--- src/rtl/ex_mem_seq_pkg.sv ---
// Shared types and defaults for the EX->MEM access sequencer.
package ex_mem_seq_pkg;

    typedef enum logic [1:0] {
        IDLE = 2'd0,
        REQ  = 2'd1,
        DONE = 2'd2
    } state_t;

    localparam logic [31:0] ADDR_BASE_DEF   = 32'd1024;
    localparam int          TIMEOUT_CYC_DEF = 16;

endpackage

--- src/rtl/mem_timeout_counter.sv ---
// Counts cycles spent waiting in REQ; expired marks the last cycle allowed before abort.
module mem_timeout_counter #(
    parameter int LIMIT = 16
) (
    input  logic clk,
    input  logic rst,
    input  logic clear,
    input  logic enable,
    output logic expired
);

    localparam int CW = $clog2(LIMIT + 1);

    logic [CW-1:0] count;

    // Saturates once expired so a stalled FSM cannot wrap the count.
    always_ff @(posedge clk) begin
        if (rst) begin
            count <= '0;
        end else if (clear) begin
            count <= '0;
        end else if (enable && !expired) begin
            count <= count + CW'(1);
        end
    end

    assign expired = (count == CW'(LIMIT - 1));

endmodule

--- src/rtl/ex_mem_sequencer.sv ---
// Freezes IF/ID/EX around each SRAM load/store with a three-state handshake.
// Define EX_MEM_TIMEOUT_EN to build the REQ-state watchdog (mem_timeout_counter).
module ex_mem_sequencer
    import ex_mem_seq_pkg::*;
#(
    parameter logic [31:0] ADDR_BASE   = ADDR_BASE_DEF,
    parameter int          TIMEOUT_CYC = TIMEOUT_CYC_DEF
) (
    input  logic        clk,
    input  logic        rst,
    input  logic        valid_in,
    input  logic        mem_R_en,
    input  logic        mem_W_en,
    input  logic [31:0] alu_result,
    input  logic [31:0] val_rm,
    input  logic        sram_ready,
    input  logic [31:0] sram_rdata,
    output logic        sram_req,
    output logic        sram_we,
    output logic [31:0] sram_addr,
    output logic [31:0] sram_wdata,
    output logic        freeze,
    output logic [31:0] rdata,
    output logic        rdata_valid,
    output logic        timeout_err
);

    state_t state;
    state_t next_state;
    logic   start;
    logic   in_req;
    logic   we_q;
    logic   timeout_hit;
    logic   aborted;

    assign start  = (state == IDLE) && valid_in && (mem_R_en || mem_W_en);
    assign in_req = (state == REQ);

    // freeze is raised combinationally in the trigger cycle so the
    // instruction stays put while its operands are being captured.
    always_comb begin
        next_state  = state;
        freeze      = 1'b0;
        sram_req    = 1'b0;
        rdata_valid = 1'b0;
        case (state)
            IDLE: begin
                if (start) begin
                    freeze     = 1'b1;
                    next_state = REQ;
                end
            end
            REQ: begin
                freeze   = 1'b1;
                sram_req = 1'b1;
                if (sram_ready || timeout_hit) begin
                    next_state = DONE;
                end
            end
            DONE: begin
                rdata_valid = ~we_q & ~aborted;
                next_state  = IDLE;
            end
            default: next_state = IDLE;
        endcase
    end

    // Simultaneous load+store enables resolve to a write via mem_W_en.
    always_ff @(posedge clk) begin
        if (rst) begin
            state      <= IDLE;
            sram_addr  <= '0;
            sram_wdata <= '0;
            we_q       <= 1'b0;
            rdata      <= '0;
        end else begin
            state <= next_state;
            if (start) begin
                sram_addr  <= alu_result - ADDR_BASE;
                sram_wdata <= val_rm;
                we_q       <= mem_W_en;
            end
            if (in_req && sram_ready && !we_q) begin
                rdata <= sram_rdata;
            end
        end
    end

    assign sram_we = we_q;

`ifdef EX_MEM_TIMEOUT_EN
    logic err_q;
    logic aborted_q;

    mem_timeout_counter #(
        .LIMIT(TIMEOUT_CYC)
    ) u_timeout (
        .clk    (clk),
        .rst    (rst),
        .clear  (start),
        .enable (in_req),
        .expired(timeout_hit)
    );

    // aborted_q suppresses the read pulse of a timed-out access only.
    always_ff @(posedge clk) begin
        if (rst) begin
            err_q     <= 1'b0;
            aborted_q <= 1'b0;
        end else if (start) begin
            aborted_q <= 1'b0;
        end else if (in_req && !sram_ready && timeout_hit) begin
            aborted_q <= 1'b1;
            err_q     <= 1'b1;
        end
    end

    assign aborted     = aborted_q;
    assign timeout_err = err_q;
`else
    assign timeout_hit = 1'b0;
    assign aborted     = 1'b0;
    assign timeout_err = 1'b0;
`endif

endmodule
--- config.mk ---
export PLATFORM = sky130hd
export DESIGN_NAME = ex_mem_sequencer
export DESIGN_NICKNAME = d
export VERILOG_FILES = /design/src/rtl/ex_mem_seq_pkg.sv /design/src/rtl/mem_timeout_counter.sv /design/src/rtl/ex_mem_sequencer.sv
export SDC_FILE = /design/constraint.sdc
export NUM_CORES = 1
export LEC_CHECK = 0
export CAP_MARGIN = 25
export CORE_MARGIN = 2
export CORE_UTILIZATION = 37
export CTS_BUF_LIST = sky130_fd_sc_hd__clkbuf_2 sky130_fd_sc_hd__clkbuf_4 sky130_fd_sc_hd__clkbuf_8
export CTS_CLUSTER_SIZE = 24
export DETAILED_ROUTE_END_ITERATION = 10
export HOLD_SLACK_MARGIN = 0.05
export MAX_ROUTING_LAYER = met4
export PLACE_DENSITY = 0.9
export SETUP_SLACK_MARGIN = 0.02
export SLEW_MARGIN = 30
export SYNTH_ARGS = -nofsm -noshare
export SYNTH_HDL_FRONTEND = slang
export SYNTH_SLANG_ARGS = --single-unit
export TNS_END_PERCENT = 1
--- constraint.sdc ---
create_clock -name clk -period 2.2 [get_ports clk]
set_clock_uncertainty 0.2 [all_clocks]
set_input_delay 0.44 -clock clk [delete_from_list [all_inputs] [get_ports clk]]
set_output_delay 0.44 -clock clk [all_outputs]
set_load 0.02 [all_outputs]
==> flow_summary.yaml <==
worst_setup_path:
  path_cells: "buf_6 -> or4_4 -> buf_4 -> or3_2 -> or3_1 -> a311oi_1"
  arrival_ps: 2240
  rr_worst_depth: 4
  worst_path_largest_cell_delay_ps: 530
  timing.rr.end: "rdata[10]"
  r2r-start: "state[1]"
  critPathMaxFanout: 4
  r2r_slack_ps: 530
  critPathCaptureType: "flip-flop"
  critical_path_class: "in -> reg"
  start_kind: "input pin"
  worst-endpoint-required_ps: 2270
  slowest_stage: "or4_4"
timing:
  rsz0062_at_grt: "true"
  hold_slack_ps: 224
  final.min_clock_period_ps: 2170
  slew_viol_final: 0
  worstMarginPinSlew_ps: 594
  final.period_utilization: 0.988
  fmax_mhz: 460
  slew_headroom: 0.604
  hold_viol_final: 0
  setup_violations: 0
power:
  p_leak_nw: 2.44
  power.density_mw_per_mm2: 622
  ir_worst_vdd_mv: 0.291
clocking:
  htreeDepth: 3
  cts_buffers: 9
  clockBufferDepth: 2
  cts_tree: "built"
  insertion_delay_ps: 350
  root_buffer: "clkbuf_8"
  clock-sinks: 99
  clk_pin_slew_ps: 80
floorplan:
  dieArea_mm2: 0.0112
  coreArea_mm2: 0.0102
  ios: 203
  floorplan.initialDensity: 0.375
  rows: 37
  die_y_um: 106
  die_w_um: 106
finish:
  drive_gt1_frac: 0.109
  final_cell_mix: "180 x clkdlybuf4s50_1, 153 x nand2_1, 99 x dfxtp_1"
  antenna_cells: 0
  final_nets: 796
  layout_commonest_cell: "clkdlybuf4s50_1"
  num-fill-cells: 883
  design_area_mm2: 0.00648
  multi_input_area_mm2: 0.00170
  areaGrowthSynthToFinish_pct: 69.7
  ff_latch_area_mm2: 0.00198
placed_design:
  gp_congestion: 0.819
  dp_hpwl_mm: 8.95
  dpl-instance-area_mm2: 0.00620
  port_buffers: 201
global_routing:
  grt_max_degree: 50
  antenna_found_initial: 0
  overflow: 0
  use_met2: 0.377
  grt_usage: 0.219
  busiest_layer: "met2"
  globalRouteMet1Util: 0.244
  grt_pass1_vias: 4029
  grt_pass1_wl_mm: 19.0
  grtUsageMet3: 0.0464
yosys:
  ys_ff_latch: 99
  yosysSeqAreaShare: 0.519
  syn_area_mm2: 0.00382
  ys_async_sr_fraction: 0
  syn_nets: 576
  synth_cells: 473
  synth_warnings: 0
  syn_area_per_cell_um2: 8.08
  synth_edf_count: 0
  synth_cell_types: 38
  ys.flop_type: "dfxtp_1"
hold_path:
  worstHoldStart: "rst"
  hold_path_depth: 2
  hp-class: "in -> reg"
  hold_end: "state[1]"
route:
  wl_per_cell_um: 14.7
  ant_nets: 0
  vias_per_cell: 4.91
  drtIter0Drc: 276
  finalWirelength_mm: 12.3
  first_pass_iters: 4
  drc: 0
  via_count: 4092
flow_run:
  cap_violations: 0
status:
  status: "finished clean"
[state kept, by name (all words and copies together), names as in the netlist]
name / flops
rdata: 32
sram_addr: 32
sram_wdata: 32
sram_we: 1
state: 2
[synth_stat cells, types with 3 or more instances]
master	number	area [um2]
a21oi_1	75	375
a211oi_1	14	105
a311oi_1	7	61.3
xnor2_1	3	26.3
or3_1	3	18.8
nor2_1	32	120
nand2_1	153	574
buf_6	4	45.0
o31ai_1	5	37.5
nor3_1	5	25.0
xor2_1	9	78.8
or4_1	6	45.0
clkbuf_1	27	101
dfxtp_1	99	1980
[report_power, final]
group,leakage [nW],switching (W),internal [W]
combinational,1.54,0.000458,0.000487
clock,0.0916,0.000596,0.000529
sequential,0.810,0.0000615,0.00190
[area by class of cell]
| class | instances | share of cell area |
|---|---|---|
| tap | 136 | 0.0262 |
| clock inverter | 5 | 0.00849 |
| timing repair buffer | 243 | 0.375 |
| multi-input combinational | 338 | 0.263 |
| sequential | 99 | 0.306 |
| clock buffer | 10 | 0.0203 |
| inverter | 2 | 0.00116 |
[logic make-up after synthesis]
| kind of cell | after synthesis | synth area share |
|---|---|---|
| adder cells (fa/ha/maj) | 1 | 0.00327 |
| AND/OR/NAND/NOR | 218 | 0.244 |
| buffers and inverters | 36 | 0.0449 |
| flip-flops | 99 | 0.519 |
| other | 1 | 0.000981 |
| AO/OA/AOI/OAI | 106 | 0.160 |
| XOR/XNOR | 12 | 0.0275 |
[layer usage]
metal	vias to the layer above	routed length [um]
met2	156	6320
li1	2018	-
met4	0	333
met1	1893	4900
met5	-	0
met3	25	734
[repair_timing]
action                                  4_1_cts  5_1_grt
hold endpoints to repair                      0        0
endpoints found under the setup margin        9        9
hold buffers                                  0        0
buffers inserted                              1        4
gates resized for setup                      26       16
pin swaps                                     5       10
[how the worst max path moves through the flow]
stage / from / endpoint / slack (ps) / cells past startpoint
2_1_floorplan: alu_result[27] / sram_addr[31] / -60 / 4
3_3_place_gp: alu_result[27] / sram_addr[31] / -520 / 5
3_5_place_dp: alu_result[27] / sram_addr[31] / -630 / 5
4_1_cts: alu_result[24] / sram_addr[31] / -120 / 5
5_1_grt: alu_result[24] / sram_addr[29] / 6 / 6
6_report: alu_result[24] / sram_addr[30] / 30 / 6
[worst max-delay path, delay by kind of cell]
family | cells | cell delay [ps]
buffers and inverters | 2 | 250
AO/OA/AOI/OAI | 1 | 240
AND/OR/NAND/NOR | 3 | 1300
[per-stage QoR]
stage	setup slack, ps	setup TNS [ps]	cells	utilization	total power, W
after floorplan	-56.1	-144	473	-	0.00240
after global placement	-522	-3960	813	0.609	0.00292
after detailed placement	-627	-4960	813	0.609	0.00295
after CTS	-120	-164	829	0.629	0.00408
after global routing	5.94	0	833	0.637	0.00424
final	26.4	0	833	0.637	0.00403
Power figures use the tool's default switching activity.
